--- src/rtl/mem_access_unit.sv ---
// MEM-stage load/store unit: runs the req/gnt/rvalid handshake with data memory,
// stalls the pipeline until the access retires and presents the extended load word.
module mem_access_unit #(
   parameter int ADDR_W = 32
) (
   input  logic              clk,
   input  logic              rst,
   input  logic              mem_valid,
   input  logic              MemRead,
   input  logic              MemWrite,
   input  logic [2:0]        funct3,
   input  logic [31:0]       alu_MEM_in,
   input  logic [31:0]       store_data,
   output logic [31:0]       load_data,
   output logic              mem_stall,
   output logic              mem_err,
   output logic              dmem_req,
   output logic              dmem_we,
   output logic [ADDR_W-1:0] dmem_addr,
   output logic [3:0]        dmem_be,
   output logic [31:0]       dmem_wdata,
   input  logic              dmem_gnt,
   input  logic              dmem_rvalid,
   input  logic [31:0]       dmem_rdata,
   output logic [1:0]        dbg_state
);

   // Handshake: dmem_req stays high with address/we/be/wdata stable until the
   // cycle dmem_gnt is seen; the request transfers on that cycle. dmem_rvalid
   // only carries meaning while a load waits for its response.

   typedef enum logic [1:0] {
      S_IDLE = 2'd0,
      S_REQ  = 2'd1,
      S_WAIT = 2'd2,
      S_DONE = 2'd3
   } state_t;

   state_t      state_q, state_d;
   logic        start;
   logic        is_load;
   logic        f3_legal;
   logic        aligned;
   logic        acc_ok;
   logic        accept;
   logic [1:0]  off;
   logic [3:0]  be_enc;
   logic [31:0] wdata_enc;
   logic        we_q;
   logic [2:0]  f3_q;
   logic [1:0]  off_q;
   logic [7:0]  byte_sel;
   logic [15:0] half_sel;
   logic [31:0] load_ext;

   // A load wins when both MemRead and MemWrite are set.
   assign start   = mem_valid & (MemRead | MemWrite);
   assign is_load = MemRead;
   assign off     = alu_MEM_in[1:0];

   always_comb begin
      f3_legal = 1'b0;
      case (funct3)
         3'b000, 3'b001, 3'b010: f3_legal = 1'b1;
         3'b100, 3'b101:         f3_legal = is_load;
         default:                f3_legal = 1'b0;
      endcase
   end

   always_comb begin
      aligned = 1'b1;
      case (funct3[1:0])
         2'b01:   aligned = ~off[0];
         2'b10:   aligned = (off == 2'b00);
         default: aligned = 1'b1;
      endcase
   end

   assign acc_ok = f3_legal & aligned;
   assign accept = (state_q == S_IDLE) & start & acc_ok;

   always_comb begin
      be_enc    = 4'b1111;
      wdata_enc = store_data;
      case (funct3[1:0])
         2'b00: begin
            be_enc    = 4'b0001 << off;
            wdata_enc = {4{store_data[7:0]}};
         end
         2'b01: begin
            be_enc    = 4'b0011 << off;
            wdata_enc = {2{store_data[15:0]}};
         end
         default: begin
            be_enc    = 4'b1111;
            wdata_enc = store_data;
         end
      endcase
   end

   // Extraction works on the registered offset/size, not the live pipeline inputs.
   assign byte_sel = 8'(dmem_rdata >> {off_q, 3'b000});
   assign half_sel = off_q[1] ? dmem_rdata[31:16] : dmem_rdata[15:0];

   always_comb begin
      load_ext = dmem_rdata;
      case (f3_q)
         3'b000:  load_ext = {{24{byte_sel[7]}}, byte_sel};
         3'b100:  load_ext = {24'd0, byte_sel};
         3'b001:  load_ext = {{16{half_sel[15]}}, half_sel};
         3'b101:  load_ext = {16'd0, half_sel};
         default: load_ext = dmem_rdata;
      endcase
   end

   always_ff @(posedge clk or negedge rst) begin
      if (!rst) begin
         state_q <= S_IDLE;
      end else begin
         state_q <= state_d;
      end
   end

   always_comb begin
      state_d   = state_q;
      dmem_req  = 1'b0;
      dmem_we   = 1'b0;
      mem_stall = 1'b0;
      mem_err   = 1'b0;
      case (state_q)
         S_IDLE: begin
            if (start) begin
               if (acc_ok) begin
                  mem_stall = 1'b1;
                  state_d   = S_REQ;
               end else begin
                  mem_err = 1'b1;
               end
            end
         end
         S_REQ: begin
            dmem_req  = 1'b1;
            dmem_we   = we_q;
            mem_stall = 1'b1;
            if (dmem_gnt) begin
               state_d = we_q ? S_DONE : S_WAIT;
            end
         end
         S_WAIT: begin
            mem_stall = 1'b1;
            if (dmem_rvalid) begin
               state_d = S_DONE;
            end
         end
         S_DONE: begin
            state_d = S_IDLE;
         end
         default: state_d = S_IDLE;
      endcase
   end

   always_ff @(posedge clk or negedge rst) begin
      if (!rst) begin
         dmem_addr  <= '0;
         dmem_be    <= 4'b0000;
         dmem_wdata <= 32'd0;
         we_q       <= 1'b0;
         f3_q       <= 3'b000;
         off_q      <= 2'b00;
      end else if (accept) begin
         dmem_addr  <= {alu_MEM_in[ADDR_W-1:2], 2'b00};
         dmem_be    <= is_load ? 4'b0000 : be_enc;
         dmem_wdata <= is_load ? 32'd0 : wdata_enc;
         we_q       <= ~is_load;
         f3_q       <= funct3;
         off_q      <= off;
      end
   end

   always_ff @(posedge clk or negedge rst) begin
      if (!rst) begin
         load_data <= 32'd0;
      end else if ((state_q == S_WAIT) && dmem_rvalid) begin
         load_data <= load_ext;
      end
   end

   assign dbg_state = state_q;

endmodule

--- config.mk ---
export PLATFORM = sky130hd
export DESIGN_NAME = mem_access_unit
export DESIGN_NICKNAME = d
export VERILOG_FILES = /design/src/rtl/mem_access_unit.sv
export SDC_FILE = /design/constraint.sdc
export NUM_CORES = 1
export LEC_CHECK = 0
export CAP_MARGIN = 20
export CORE_MARGIN = 2
export CORE_UTILIZATION = 39
export DETAILED_ROUTE_END_ITERATION = 16
export PLACE_DENSITY = 0.77
export SLEW_MARGIN = 20
export SYNTH_ARGS = -nofsm -noshare
export SYNTH_HDL_FRONTEND = slang
export SYNTH_SLANG_ARGS = --single-unit
--- constraint.sdc ---
create_clock -name clk -period 4.2 [get_ports clk]
set_input_delay 1.26 -clock clk [delete_from_list [all_inputs] [get_ports clk]]
set_output_delay 1.26 -clock clk [all_outputs]
set_load 0.01 [all_outputs]
==> results.py <==
metrics = {
    "power": {
        "vdd.ir_drop.worst_mv": 0.2740,
        "switchingPower_mw": 1.693,
        "intPower_mw": 3.125,
        "powerDensity_mw_per_mm2": 624.2,
        "pwr-share-clk": 0.179,
        "total_power_mw": 4.818,
        "p_comb_frac": 0.453,
        "p_sw_frac": 0.3514,
        "p_seq_frac": 0.368,
        "power.leakage_nw": 3.475,
    },
    "worst_setup_path": {
        "arrival_ns": 2.82,
        "crit_type": "primary input to primary output",
        "rr_worst_depth": 5,
        "end_kind": "primary output",
        "crit_fanout": 4,
        "startpoint_type": "primary input",
        "required_ns": 2.94,
    },
    "yosys": {
        "synth-seq-cells": 106,
        "synth_cell_types": 41,
        "async_reset_ff_frac": 1.000,
        "syn_area_mm2": 0.005084,
        "synth-edff-count": 0,
        "ys_seq_area_frac": 0.5218,
        "netlist_instances": 570,
        "ys_warn_count": 0,
        "avgSynthCellArea_um2": 8.919,
        "synth_ff_type": "dfrtp_1",
    },
    "layout": {
        "final_layout_size_suffix_gt1_frac": 0.08601,
        "area_growth_pct": 51.83,
        "nets": 888,
        "design_area_mm2": 0.007719,
        "n_antenna_cell": 0,
        "fin_cells": 951,
    },
    "worst_hold_path": {
        "hp-class": "flop to flop",
        "whs_path_depth": 2,
    },
    "clocking": {
        "clock-sinks": 106,
        "clk_latency_ns": 0.34,
        "cts_tree": "built",
        "cts-buffers-inserted": 9,
        "cts_root_buffer": "clkbuf_16",
        "h-tree-depth": 3,
        "clock_path_buffers": 2,
        "clk_pin_slew_ns": 0.07,
        "hold_buffers": 0,
    },
    "place": {
        "dpl_cell_area_mm2": 0.007407,
        "dp_cells": 935,
        "place.gp.congestion": 0.9321,
        "dpl.hpwl_um": 11480,
        "portBuffers": 209,
    },
    "floorplan": {
        "die_h_um": 118.2,
        "rows": 41,
        "core-area_mm2": 0.01267,
        "start_util": 0.4012,
        "io_pins": 212,
        "die_area_mm2": 0.01396,
        "fp.dieW_um": 118.2,
    },
    "sta": {
        "rsz0062_at_grt": "false",
        "slew-limit-headroom": 0.4196,
        "period_minus_slack_ns": 4.083,
        "setup_viol": 0,
        "tightestPinTransition_ns": 0.8705,
        "fmax_ghz": 0.2449,
        "finalCritPeriodShare": 0.9721,
        "hold_ws_ns": 0.4717,
        "fin_skew_ns": 0.009647,
        "maxSlewViolCount": 0,
        "final-hold-violation-count": 0,
    },
    "drt": {
        "antenna_left": 0,
        "drcViolationCount": 0,
        "drt_iter0_markers": 449,
        "drt_wl_total_um": 15370,
        "firstDrtPassIters": 5,
        "via_per_inst": 5.229,
        "wl_per_cell_um": 16.16,
        "num_vias": 4973,
    },
    "status": {
        "outcome": "finished, final reports clean",
    },
    "grt": {
        "grt_util_all_layers": 0.2203,
        "grt_first_pass_wirelength_um": 25050,
        "grt_max_degree": 68,
        "grt_pass1_vias": 4950,
        "grt_overflow": 0,
        "antenna_found_initial": 0,
    },
    "run": {
        "maxCapViolations": 0,
    },
}
==> synth_stat cells, types with 9 or more instances <==
cell type,n,area (um^2)
a21oi_1,25,125.1
buf_2,9,45.04
clkbuf_1,29,108.9
dfrtp_1,106,2653
inv_1,12,45.04
nand2_1,177,664.4
nand3_1,33,165.2
nand3b_1,16,120.1
nor2_1,18,67.56
o21ai_0,55,275.3
o31ai_2,10,125.1
==> kinds of logic after synthesis <==
| group | share of synthesized area |
|---|---|
| multiplexers | 0.03347 |
| AND/OR/NAND/NOR | 0.2227 |
| adder cells (fa/ha/maj) | 0.01969 |
| other | 0.0007377 |
| flip-flops | 0.5218 |
| buffers and inverters | 0.04799 |
| AO/OA/AOI/OAI | 0.1536 |
==> per-layer routing <==
layer	track usage	up-vias	part of all wire
met4	0.07455	0	0.020
met3	0.05454	30	0.073
met5	0	-	0
met2	0.3631	218	0.49
li1	-	2329	-
met1	0.2835	2396	0.42
==> area by class of cell <==
| type | count | area (um^2) |
|---|---|---|
| flip-flops and latches | 106 | 2653 |
| repair buffers | 235 | 2293 |
| clock buffers | 11 | 242.7 |
| multi-input cells | 410 | 2207 |
| fillers | 1096 | 4952 |
| inverters | 12 | 45.04 |
| well taps | 172 | 215.2 |
| clock inverters | 5 | 62.56 |
==> critical path, stage by stage <==
cell	delay, ns
clkdlybuf4s15_1	0.24
inv_1	0.10
ha_1	0.24
or2_2	0.33
o22ai_4	0.16
nor3_4	0.07
nor2_1	0.10
nor2_1	0.04
dlygate4sd2_1	0.27
==> path summary, 6_finish.rpt <==
| path | endpoint | slack (ns) | start |
|---|---|---|---|
| worst min register to register | dmem_addr[21] | 0.47 | dmem_addr[21] |
| min in group asynchronous | load_data[25] | 1.04 | rst |
| worst max register to register | load_data[31] | 2.01 | off_q[1] |
| worst max-delay path | mem_stall | 0.12 | funct3[1] |
| max in group asynchronous | dmem_wdata[0] | 2.36 | rst |
| worst min-delay path | dmem_addr[21] | 0.47 | dmem_addr[21] |
==> per-stage QoR <==
stage / utilization / setup TNS (ns) / setup WS [ns]
2_1_floorplan: - / 0 / 0.1196
3_3_place_gp: 0.5846 / -0.7861 / -0.4033
3_5_place_dp: 0.5846 / -0.8723 / -0.4628
4_1_cts: 0.6089 / 0 / 0.05780
5_1_grt: 0.6092 / 0 / 0.01212
6_report: 0.6092 / 0 / 0.1172
==> power groups by stage <==
stage / Sequential (mW) / Combinational [mW] / Clock, mW
2_1_floorplan: 1.89 / 0.834 / 0
3_3_place_gp: 1.78 / 2.15 / 0
3_5_place_dp: 1.79 / 2.20 / 0
4_1_cts: 1.77 / 2.20 / 0.877
5_1_grt: 1.83 / 2.37 / 0.918
6_report: 1.78 / 2.18 / 0.860
==> placed cells by master, fill, tap and decap left out, types with 2 or more instances in the layout <==
cell type | netlist | final
or2_2 | 2 | 2
nand2b_1 | 2 | 2
ha_1 | 8 | 8
dfrtp_1 | 106 | 106
a21oi_1 | 25 | 25
nand3b_1 | 16 | 16
o31ai_1 | 2 | 2
mux2i_1 | 8 | 8
a211oi_1 | 2 | 2
inv_1 | 12 | 11
nand3_1 | 33 | 33
nor2b_1 | 3 | 2
clkdlybuf4s50_1 | 0 | 204
o21ai_0 | 55 | 55
and3_1 | 2 | 2
dlygate4sd2_1 | 0 | 3
mux2_2 | 8 | 8
buf_4 | 3 | 26
o22ai_1 | 7 | 7
o22a_1 | 6 | 6
nor2_1 | 18 | 18
and2_1 | 2 | 2
nand2_1 | 177 | 177
a22oi_1 | 8 | 8
o31ai_2 | 10 | 10
conb_1 | 1 | 2
clkbuf_16 | 0 | 9
==> state kept, by name (all words and copies together), names as in the netlist <==
register	cells
dmem_wdata	32
load_data	32
dmem_addr	30
dmem_be	4
f3_q	3
dbg_state	2
off_q	2
we_q	1
==> timing repair <==
action | CTS | global route
pin swaps | 2 | 1
gates resized for setup | 6 | 2
endpoints found under the setup margin | 2 | 2
setup buffers | 0 | 0
Note: power is estimated with default switching activity, not from simulation.
